`src/rtl/pic_pkg.sv`:
```
// Shared definitions for the 8259A-compatible interrupt controller slice:
// OCW2 command codes, INTA sequencing states and small bit-vector helpers.
package pic_pkg;

  localparam logic [2:0] OCW2_NS_EOI = 3'b001;
  localparam logic [2:0] OCW2_SP_EOI = 3'b011;

  typedef enum logic [1:0] {
    IDLE,
    PULSE1,
    GAP,
    PULSE2
  } inta_state_t;

  // Binary index of a one-hot vector; returns 0 for an all-zero input.
  function automatic logic [2:0] onehot_to_index(input logic [7:0] v);
    logic [2:0] idx;
    idx = '0;
    for (int unsigned i = 0; i < 8; i++) begin
      if (v[i]) idx = 3'(i);
    end
    return idx;
  endfunction

  // Isolates the lowest-index set bit (bit 0 is highest priority).
  function automatic logic [7:0] lowest_set_bit(input logic [7:0] v);
    return v & (~v + 8'd1);
  endfunction

endpackage

```
`src/rtl/eoi_decoder.sv`:
```
// Registered OCW2 EOI decode merged with the automatic-EOI request into
// a single one-cycle ISR clear mask.
module eoi_decoder
  import pic_pkg::*;
(
  input  logic       clock,
  input  logic       reset_n,
  input  logic       ocw2_write,
  input  logic [7:0] ocw2_data,
  input  logic [7:0] in_service_register,
  input  logic       aeoi_fire,
  input  logic [2:0] aeoi_level,
  output logic [7:0] end_of_interrupt
);

  logic [7:0] ocw_mask;
  logic [7:0] aeoi_mask;

  always_comb begin
    ocw_mask = '0;
    if (ocw2_write) begin
      case (ocw2_data[7:5])
        OCW2_NS_EOI: ocw_mask = lowest_set_bit(in_service_register);
        OCW2_SP_EOI: ocw_mask = 8'h01 << ocw2_data[2:0];
        default:     ocw_mask = '0;
      endcase
    end
  end

  always_comb begin
    aeoi_mask = '0;
    if (aeoi_fire) aeoi_mask = 8'h01 << aeoi_level;
  end

  always_ff @(posedge clock) begin
    if (!reset_n) end_of_interrupt <= '0;
    else          end_of_interrupt <= ocw_mask | aeoi_mask;
  end

endmodule

```
`src/rtl/interrupt_ack_sequencer.sv`:
```
// 8086 two-pulse INTA sequencer: acknowledge to the ISR, vector drive on
// the second pulse, and automatic / commanded EOI mask generation.
module interrupt_ack_sequencer
  import pic_pkg::*;
(
  input  logic       clock,
  input  logic       reset_n,
  input  logic       inta_n,
  input  logic       auto_eoi,
  input  logic [4:0] vector_base,
  input  logic [7:0] highest_priority_interrupt,
  input  logic [7:0] in_service_register,
  input  logic       ocw2_write,
  input  logic [7:0] ocw2_data,
  output logic       acknowledge,
  output logic [7:0] end_of_interrupt,
  output logic [7:0] data_out,
  output logic       data_out_enable,
  output logic       ack_busy
);

  inta_state_t state, state_next;
  logic        inta_prev;
  logic        inta_fall, inta_rise;
  logic [2:0]  level;
  logic        spurious;
  logic        entry;
  logic        no_request;
  logic        aeoi_fire;

  always_comb begin
    inta_fall  = inta_prev & ~inta_n;
    inta_rise  = ~inta_prev & inta_n;
    no_request = (highest_priority_interrupt == '0);
    entry      = (state == IDLE) && inta_fall;
    aeoi_fire  = (state == PULSE2) && inta_rise && auto_eoi && !spurious;
    ack_busy   = (state != IDLE);
  end

  always_comb begin
    state_next = state;
    case (state)
      IDLE:    if (inta_fall) state_next = PULSE1;
      PULSE1:  if (inta_rise) state_next = GAP;
      GAP:     if (inta_fall) state_next = PULSE2;
      PULSE2:  if (inta_rise) state_next = IDLE;
      default: state_next = IDLE;
    endcase
  end

  // Vector and enable are registered from the next state so they appear
  // the cycle after the second low is sampled and drop on PULSE2 exit.
  always_ff @(posedge clock) begin
    if (!reset_n) begin
      state           <= IDLE;
      inta_prev       <= 1'b1;
      level           <= '0;
      spurious        <= 1'b0;
      acknowledge     <= 1'b0;
      data_out        <= '0;
      data_out_enable <= 1'b0;
    end else begin
      state     <= state_next;
      inta_prev <= inta_n;
      if (entry) begin
        level    <= no_request ? 3'd7 : onehot_to_index(highest_priority_interrupt);
        spurious <= no_request;
      end
      acknowledge     <= entry && !no_request;
      data_out_enable <= (state_next == PULSE2);
      data_out        <= (state_next == PULSE2) ? {vector_base, level} : '0;
    end
  end

  eoi_decoder u_eoi_decoder (
    .clock               (clock),
    .reset_n             (reset_n),
    .ocw2_write          (ocw2_write),
    .ocw2_data           (ocw2_data),
    .in_service_register (in_service_register),
    .aeoi_fire           (aeoi_fire),
    .aeoi_level          (level),
    .end_of_interrupt    (end_of_interrupt)
  );

endmodule

```
`config.mk`:
```
export PLATFORM = sky130hd
export DESIGN_NAME = interrupt_ack_sequencer
export DESIGN_NICKNAME = d
export VERILOG_FILES = /design/src/rtl/pic_pkg.sv /design/src/rtl/eoi_decoder.sv /design/src/rtl/interrupt_ack_sequencer.sv
export SDC_FILE = /design/constraint.sdc
export NUM_CORES = 1
export LEC_CHECK = 0
export ABC_CLOCK_PERIOD_IN_PS = 1600
export BUFFER_PORTS_ARGS = -buffer_cell sky130_fd_sc_hd__buf_2
export CELL_PAD_IN_SITES_DETAIL_PLACEMENT = 0
export CELL_PAD_IN_SITES_GLOBAL_PLACEMENT = 1
export CORE_UTILIZATION = 33
export DETAILED_ROUTE_END_ITERATION = 8
export PLACE_DENSITY_LB_ADDON = 0.1
export SYNTH_ARGS = -nofsm -noshare
export SYNTH_HDL_FRONTEND = slang
export SYNTH_SLANG_ARGS = --single-unit
```
`constraint.sdc`:
```
create_clock -name clock -period 1.6 [get_ports clock]
set_input_delay 0.16 -clock clock [delete_from_list [all_inputs] [get_ports clock]]
set_output_delay 0.16 -clock clock [all_outputs]
set_load 0.005 [all_outputs]
```
==> results of run 1 <==
## cell usage after synthesis (2+ instances only)
library cell,instances
dfxtp_1,25
and4b_1,9
nor2_1,9
nor4_1,8
inv_1,5
nand2b_1,5
o21ai_0,5
a221o_1,3
and2_1,3
clkbuf_1,3
nand2_1,3
nand3_1,3
nor2b_1,3
nor4b_1,3
a21oi_1,2
a31oi_1,2
and3_1,2
nand3b_1,2
nand4_1,2
nand4b_1,2
nor3_1,2
or4_1,2
## layer usage
metal | vias to the layer above | part of all wire, % | track usage [%]
met4 | 0 | 0.75 | 2.92
met5 | - | 0 | 0
met3 | 2 | 5.3 | 3.62
met2 | 35 | 40 | 23.7
li1 | 559 | - | -
met1 | 458 | 54 | 21.4
## registers in the layout (all words and copies together), names as in the netlist
signal,flops
acknowledge,1
data_out,8
data_out_enable,1
inta_prev,1
level,3
spurious,1
state,2
u_eoi_decoder.end_of_interrupt,8
## metrics by stage
step	hold WS, ns	utilization (%)
floorplan	0.261	-
global placement	0.391	45.4
detailed placement	0.390	45.4
CTS	0.0591	46.4
global route	0.0548	46.7
finish	0.0696	46.7
## power breakdown
group          internal (uW)  total, uW  leakage, uW  switching [uW]
clock network           95.1        275    0.0000139             180
logic                   72.5        146     0.000481            73.9
registers                639        657     0.000204            17.7
total                    806       1080     0.000699             271
## worst max-delay path by stage
stage          cells past startpoint  slack [ns]                                 to      start
5_1_grt                            3        0.16  u_eoi_decoder.end_of_interrupt[4]   state[1]
4_1_cts                            3        0.09  u_eoi_decoder.end_of_interrupt[4]   state[1]
6_report                           3        0.26  u_eoi_decoder.end_of_interrupt[4]   state[1]
3_5_place_dp                       3        0.14  u_eoi_decoder.end_of_interrupt[4]   state[1]
2_1_floorplan                      3        0.42  u_eoi_decoder.end_of_interrupt[6]  inta_prev
3_3_place_gp                       3        0.18                           level[1]   state[1]
## worst reg2reg max path, stage by stage (launching register included)
cell and delay, ns:
dfxtp_2 0.49, and4bb_1 0.30, nor4b_1 0.33, a311o_1 0.18
## final cells by class
class                   instances  area (sq um)
repair buffers                 50           250
multi-input cells              85           613
inverters                       6          22.5
well taps                      44          55.1
clock buffers                   3          22.5
clock inverters                 1          7.51
fillers                       336          1680
flip-flops and latches         25           502
## cell families after synthesis
group	synth area share, %
AOI/OAI and AO/OA	11.8
xor gates and xnor gates	0.769
adders and majority gates	0.879
buffers and inverters	2.97
DFF	44.0
and+or+nand+nor	39.7
## what timing repair did
| item | 4_1_cts | 5_1_grt |
|---|---|---|
| hold endpoints to repair | 0 | 0 |
| endpoints found under the setup margin | 0 | 3 |
| resized for setup | 0 | 2 |
## placed cells by master, fill, tap and decap left out, types with 2 or more instances in the layout
cell type / count
dfxtp_1: 24
inv_1: 5
nor2_1: 9
o21ai_0: 5
nor4_1: 8
nor3_1: 2
nand4b_1: 2
or4_1: 2
a221o_1: 3
buf_2: 50
nand4_1: 2
nor4b_1: 3
and3_1: 2
nand3_1: 3
nand3b_1: 2
a31oi_1: 2
a21oi_1: 2
and2_1: 3
clkbuf_4: 3
nand2b_1: 5
nor2b_1: 3
and4b_1: 9
nand2_1: 3
==> metrics.log, run 1 <==
[metrics] cells on worst reg2reg path: 3
[metrics] MaxCap Viol Count: 0
[metrics] final cell area excluding filler cells: 1470 sq um
[metrics] antenna fix cells: 0
[metrics] cell breakdown of the critical path: and4bb_1 -> nor4b_1 -> a311o_1
[metrics] delay contributed by the slowest stage of the critical path: 0.49 ns
[metrics] Max transition margin: 64.8%
[metrics] height of the die: 60.7 um
[metrics] Area after DPL: approximately 1400 sq um
[metrics] worst-case vdd ir drop: 0.370 mV
[metrics] Achievable Freq: ~740 MHz
[metrics] final standard cell count with taps included and fillers excluded: 214
[metrics] number of nets at the end of the flow: 205
[metrics] Hold Crit Endpoint: u_eoi_decoder.end_of_interrupt[5]
[metrics] H-Tree Level Count: 1
[metrics] total detailed-routing wirelength: 2530 um
[metrics] worst flop-to-flop path startpoint: state[1]
[metrics] Routability Congestion: roughly 0.76
[metrics] worst path required time: 1.86 ns
[metrics] number of routed nets with antenna violations: 0
[metrics] Placement Setup Slack: approximately 0.14 ns
[metrics] Worst Hold Depth: 2
[metrics] crit-path leading delay family: simple AND/OR/NAND/NOR gates
[metrics] async set-reset flop share out of synthesis: 0%
[metrics] # setup viols final: 0
[metrics] average wire per cell in the routed design: 11.8 um
[metrics] average cell area after synthesis: ~9.6 sq um
[metrics] initial core utilization: 36.1%
[metrics] Row Count: 20
[metrics] post-detailed-route DRC marker count: 0
[metrics] worst-margin pin slew: 0.523 ns
[metrics] Layout area overhead: 29.3%
[metrics] initial antenna violation count: 0
[metrics] Sinks on Clock Net: 25
[metrics] most common flop cell mapped by yosys: dfxtp_1
[metrics] CTS clock-pin slew for the worst setup and hold paths: 0.13 ns
[metrics] share of Yosys cell area claimed by the top area cell type: 44.0%
[metrics] RSZ-0062 raised after global routing: no
[metrics] Clock Tree Buf Depth: 2
[metrics] Fin Clk Skew: approximately 0.0048 ns
[metrics] global-route wire length before repair: ~4200 um
[metrics] count of placed standard cells including taps: 210
[metrics] total setup buffers inserted after CTS: 0
[metrics] Hold Vio Cnt, Final: 0
[metrics] worst min-delay path startpoint: in_service_register[5]
[metrics] via density per instance: between 4 and 5
[metrics] Pre-Repair DR Iteration Count: 4
[metrics] number of buffers created by CTS: 3
[metrics] buffer and inverter count on the worst path: 0
[metrics] Setup crit start kind: register
[metrics] power density cells: 732 nW/um^2
[metrics] starting DRC count in detailed routing: 21
[metrics] number of distinct library cell variants in the gate-level netlist after synthesis: 38
[metrics] top cells by area, synth: dfxtp_1, and4b_1, nor4_1, nor2_1, nand2b_1
[metrics] reg-to-reg critical path endpoint: u_eoi_decoder.end_of_interrupt[4]
[metrics] Arr. time, crit path: 1.61 ns
[metrics] via total after detailed routing: 1,054
[metrics] crit path setup slack, layout: 0.256 ns
[metrics] total congestion overflow: 0
[metrics] Post-Syn Area: 1140 sq um
[metrics] number of enable flip-flop cells after synthesis: 0
[metrics] Setup Crit Path Kind: reg2reg
[metrics] Die Span X: 60.7 um
[metrics] biggest area consumer among synthesized cells: dfxtp_1
[metrics] I/O Pins: 53
[metrics] outcome: finished, final reports clean
[metrics] pin count of the biggest net entering global routing: 24
[metrics] crit path max fanout: 14
[metrics] clock tree from TritonCTS: yes
[metrics] Root Buffer Master: clkbuf_4
[metrics] type of destination of the critical path: register
[metrics] hold buffers post-CTS: 0
[metrics] Core Footprint: 3150 sq um
[metrics] PortBufs: 50
[metrics] half-perimeter wire length after detailed placement: 2000 um
[metrics] die area: 3690 sq um
[metrics] number of cells produced by synthesis: 119
[metrics] post-route total power: 1080 uW
[metrics] setup_tns: 0 ns
[metrics] worst hold-check path type: in2reg
[metrics] final period utilization: a little over four fifths
[metrics] count of final max-slew check failures: 0
[metrics] clock latency on the worst-skew pair: roughly 0.31 ns
[metrics] Slowest-stage cell, CP: dfxtp_2
[metrics] flip-flop and latch count after synthesis: 25
[metrics] warnings from Yosys: 0
[metrics] proportion of layout cells with a drive suffix above 1: 35.9%
[metrics] leakage power figure: 0.000699 uW
[metrics] Final Critical Period: approximately 1.3 ns
[metrics] Seq/Total Area, Yosys: 44.0%
[metrics] flop2flop setup slack: about 0.26 ns
[metrics] number of global-route vias before repair: around 930
[metrics] nets in the synthesized netlist: 153
[metrics] total global-route track usage: 15.1%
Note: power is estimated with default switching activity, not from simulation.
==> run 2: changes to the inputs <==
--- a/config.mk
+++ b/config.mk
@@ -5,11 +5,11 @@
 export SDC_FILE = /design/constraint.sdc
 export NUM_CORES = 1
 export LEC_CHECK = 0
-export ABC_CLOCK_PERIOD_IN_PS = 1600
+export ABC_CLOCK_PERIOD_IN_PS = 1100
 export BUFFER_PORTS_ARGS = -buffer_cell sky130_fd_sc_hd__buf_2
 export CELL_PAD_IN_SITES_DETAIL_PLACEMENT = 0
 export CELL_PAD_IN_SITES_GLOBAL_PLACEMENT = 1
-export CORE_UTILIZATION = 33
+export CORE_UTILIZATION = 29
 export DETAILED_ROUTE_END_ITERATION = 8
 export PLACE_DENSITY_LB_ADDON = 0.1
 export SYNTH_ARGS = -nofsm -noshare
==> constraint.sdc (replaced) <==
create_clock -name clock -period 1.1 [get_ports clock]
set_input_delay 0.11 -clock clock [delete_from_list [all_inputs] [get_ports clock]]
set_output_delay 0.11 -clock clock [all_outputs]
set_load 0.005 [all_outputs]
==> metrics.log, run 2 (synthesis gave the netlist of run 1 again) <==
[metrics] switching share of power: 26.4% (+1.3 points)
[metrics] clock tree from TritonCTS: yes
[metrics] Routability Congestion: 0.855 (+12%)
[metrics] initial core utilization: 30.6% (-5.5 points)
[metrics] power density cells: 977 nW/um^2 (+34%)
[metrics] CTS clock-pin slew for the worst setup and hold paths: 0.09 ns (-0.04 ns)
[metrics] crit path max fanout: 4 (-10)
[metrics] PortBufs: 50 (unchanged)
[metrics] worst-margin pin slew: 0.308 ns (-0.215 ns)
[metrics] # setup viols final: 16 (+16)
[metrics] cell breakdown of the critical path: nand4b_1 -> or4_1 -> nand3_1
[metrics] worst-case vdd ir drop: 0.423 mV (+14%)
[metrics] Row Count: 22 (+10%)
[metrics] type of destination of the critical path: register
[metrics] initial antenna violation count: 0 (unchanged)
[metrics] total congestion overflow: 0 (unchanged)
[metrics] number of buffers created by CTS: 3 (unchanged)
[metrics] clock latency on the worst-skew pair: 0.27 ns (-0.04 ns)
[metrics] Setup crit start kind: register
[metrics] worst hold-check path type: in2reg
[metrics] number of routed nets with antenna violations: 0 (unchanged)
[metrics] total global-route track usage: 15.3% (+0.19 points)
[metrics] met2 capacity usage during global routing: 24.5% (+0.77 points)
[metrics] Slowest-stage cell, CP: or4_1
[metrics] proportion of power drawn by combinational gates: 17.6% (+4.0 points)
[metrics] Arr. time, crit path: 1.46 ns (-0.15 ns)
[metrics] proportion of layout cells with a drive suffix above 1: 53.7% (+18 points)
[metrics] count of final max-slew check failures: 0 (unchanged)
[metrics] pin count of the biggest net entering global routing: 21 (-13%)
[metrics] GR peak layer: met2
[metrics] via total after detailed routing: 1,201 (+14%)
[metrics] RSZ-0062 raised after global routing: yes
[metrics] largest registers: data_out (8), u_eoi_decoder.end_of_interrupt (8), level (3)
[metrics] Pre-Repair DR Iteration Count: 4 (unchanged)
[metrics] H-Tree Level Count: 1 (unchanged)
[metrics] post-detailed-route DRC marker count: 0 (unchanged)
[metrics] fillcell total: 348 (+3.6%)
[metrics] Pint: 1360 uW (+68%)
[metrics] final standard cell utilization of the core: 50.9% (+4.2 points)
[metrics] I/O Pins: 53 (unchanged)
[metrics] Sinks on Clock Net: 25 (unchanged)
[metrics] Final Critical Period: 1.24 ns (-0.105 ns)
[metrics] global-route wire length before repair: 4930 um (+18%)
[metrics] most used cells in the layout excluding fill and tap cells: buf_2, buf_4, dfxtp_1, and4b_1, nor2_1
[metrics] switching power: 488 uW (+80%)
[metrics] Max transition margin: 79.3% (+14 points)
[metrics] hold buffers post-CTS: 0 (unchanged)
[metrics] met3 global-route usage: 3.35% (-0.28 points)
[metrics] Core Footprint: 3720 sq um (+18%)
[metrics] Hold Vio Cnt, Final: 0 (unchanged)
[metrics] die area: 4180 sq um (+13%)
[metrics] antenna fix cells: 0 (unchanged)
[metrics] Die Span X: 64.7 um (+6.5%)
[metrics] half-perimeter wire length after detailed placement: 2220 um (+11%)
[metrics] total detailed-routing wirelength: 3140 um (+24%)
[metrics] worst path required time: 1.32 ns (-0.54 ns)
[metrics] final period utilization: 113% (+29 points)
[metrics] Clock Tree Buf Depth: 2 (unchanged)
[metrics] part of the total power dissipated in sequential elements: 51.6% (-9.3 points)
[metrics] Setup Crit Path Kind: reg2reg
[metrics] Root Buffer Master: clkbuf_8
[metrics] number of global-route vias before repair: 1,112 (+19%)
[metrics] Fin Clk Skew: 0.00268 ns (-0.00210 ns)
[metrics] height of the die: 64.7 um (+6.5%)
[metrics] number of nets at the end of the flow: 236 (+15%)
[metrics] MaxCap Viol Count: 0 (unchanged)
[metrics] via density per instance: 4.82 (-2.1%)
[metrics] average wire per cell in the routed design: 12.6 um (+6.7%)
[metrics] flop2flop setup slack: -0.14 ns (-0.40 ns)
[metrics] Achievable Freq: 807 MHz (+8.4%)
[metrics] outcome: complete, but fails checks
[metrics] leakage power figure: 0.000922 uW (+32%)
[metrics] violated checks: negative setup slack
[metrics] Layout area overhead: 66.0%
[metrics] most common library cell in the layout ignoring fill and taps: buf_2
[metrics] Final Hold Slack: 0.0805 ns (+0.0110 ns)
[metrics] starting DRC count in detailed routing: 44 (+110%)
[metrics] fraction of power consumed by the clock network: 30.7% (+5.2 points)
[metrics] Global Route met1 Usage: 20.0% (-1.3 points)
[metrics] crit path setup slack, layout: -0.139 ns (-0.396 ns)
[metrics] delay contributed by the slowest stage of the critical path: 0.48 ns (about the same)
[run 2: cell count changes in the layout (fill, tap and decap cells not counted), sizes merged]
cell	previous run	this run
maj3	1	2
buf	50	80
[run 2: path summary, 6_finish.rpt]
path,start,end,cells past startpoint
hold reg to reg,spurious,spurious,2
setup / recovery,spurious,u_eoi_decoder.end_of_interrupt[6],3
setup reg to reg,spurious,u_eoi_decoder.end_of_interrupt[6],3
hold / removal,in_service_register[5],u_eoi_decoder.end_of_interrupt[5],2
[run 2: metrics by stage]
stage	worst slack (ns)	cell area, sq um	power, uW	instances	setup TNS (ns)
2_1_floorplan	-0.00475	1160	1080	119	-0.00736
3_3_place_gp	-0.0890	1620	1240	235	-0.783
3_5_place_dp	-0.123	1620	1240	235	-1.04
4_1_cts	-0.140	1790	1850	243	-1.02
5_1_grt	-0.224	1890	1930	249	-2.30
6_report	-0.139	1890	1850	249	-1.09
[run 2: timing repair]
action | 4_1_cts | 5_1_grt
buffers inserted | 3 | 6
gates cloned | 1 | 0
resized for setup | 23 | 10
setup endpoints to repair | 23 | 24
pin swaps | 8 | 5
[run 2: critical path, delay by kind of cell, from the launching register on]
family	cells	cell delay [ns]
simple gates	3	0.85
flops	1	0.33
[run 2: cell type report]
| class | instances | area [sq um] | area share (%) |
|---|---|---|---|
| tap | 48 | 60.1 | 3.18 |
| inverter | 6 | 25.0 | 1.32 |
| timing repair buffer | 80 | 504 | 26.7 |
| sequential | 25 | 513 | 27.1 |
| multi-input combinational | 86 | 739 | 39.1 |
| clock inverter | 1 | 7.51 | 0.397 |
| clock buffer | 3 | 41.3 | 2.18 |
[run 2: routing by layer]
metal	vias to the layer above	routed length, um
met2	34	1430
met3	2	172
met4	0	18
met5	-	0
li1	625	-
met1	540	1520
[run 2: power groups by stage]
stage | combinational [uW] | clock [uW] | sequential (uW)
after detailed placement | 268 | 0 | 971
after floorplan | 110 | 0 | 970
final | 326 | 568 | 954
after global placement | 265 | 0 | 971
after CTS | 306 | 590 | 951
after global routing | 355 | 622 | 958
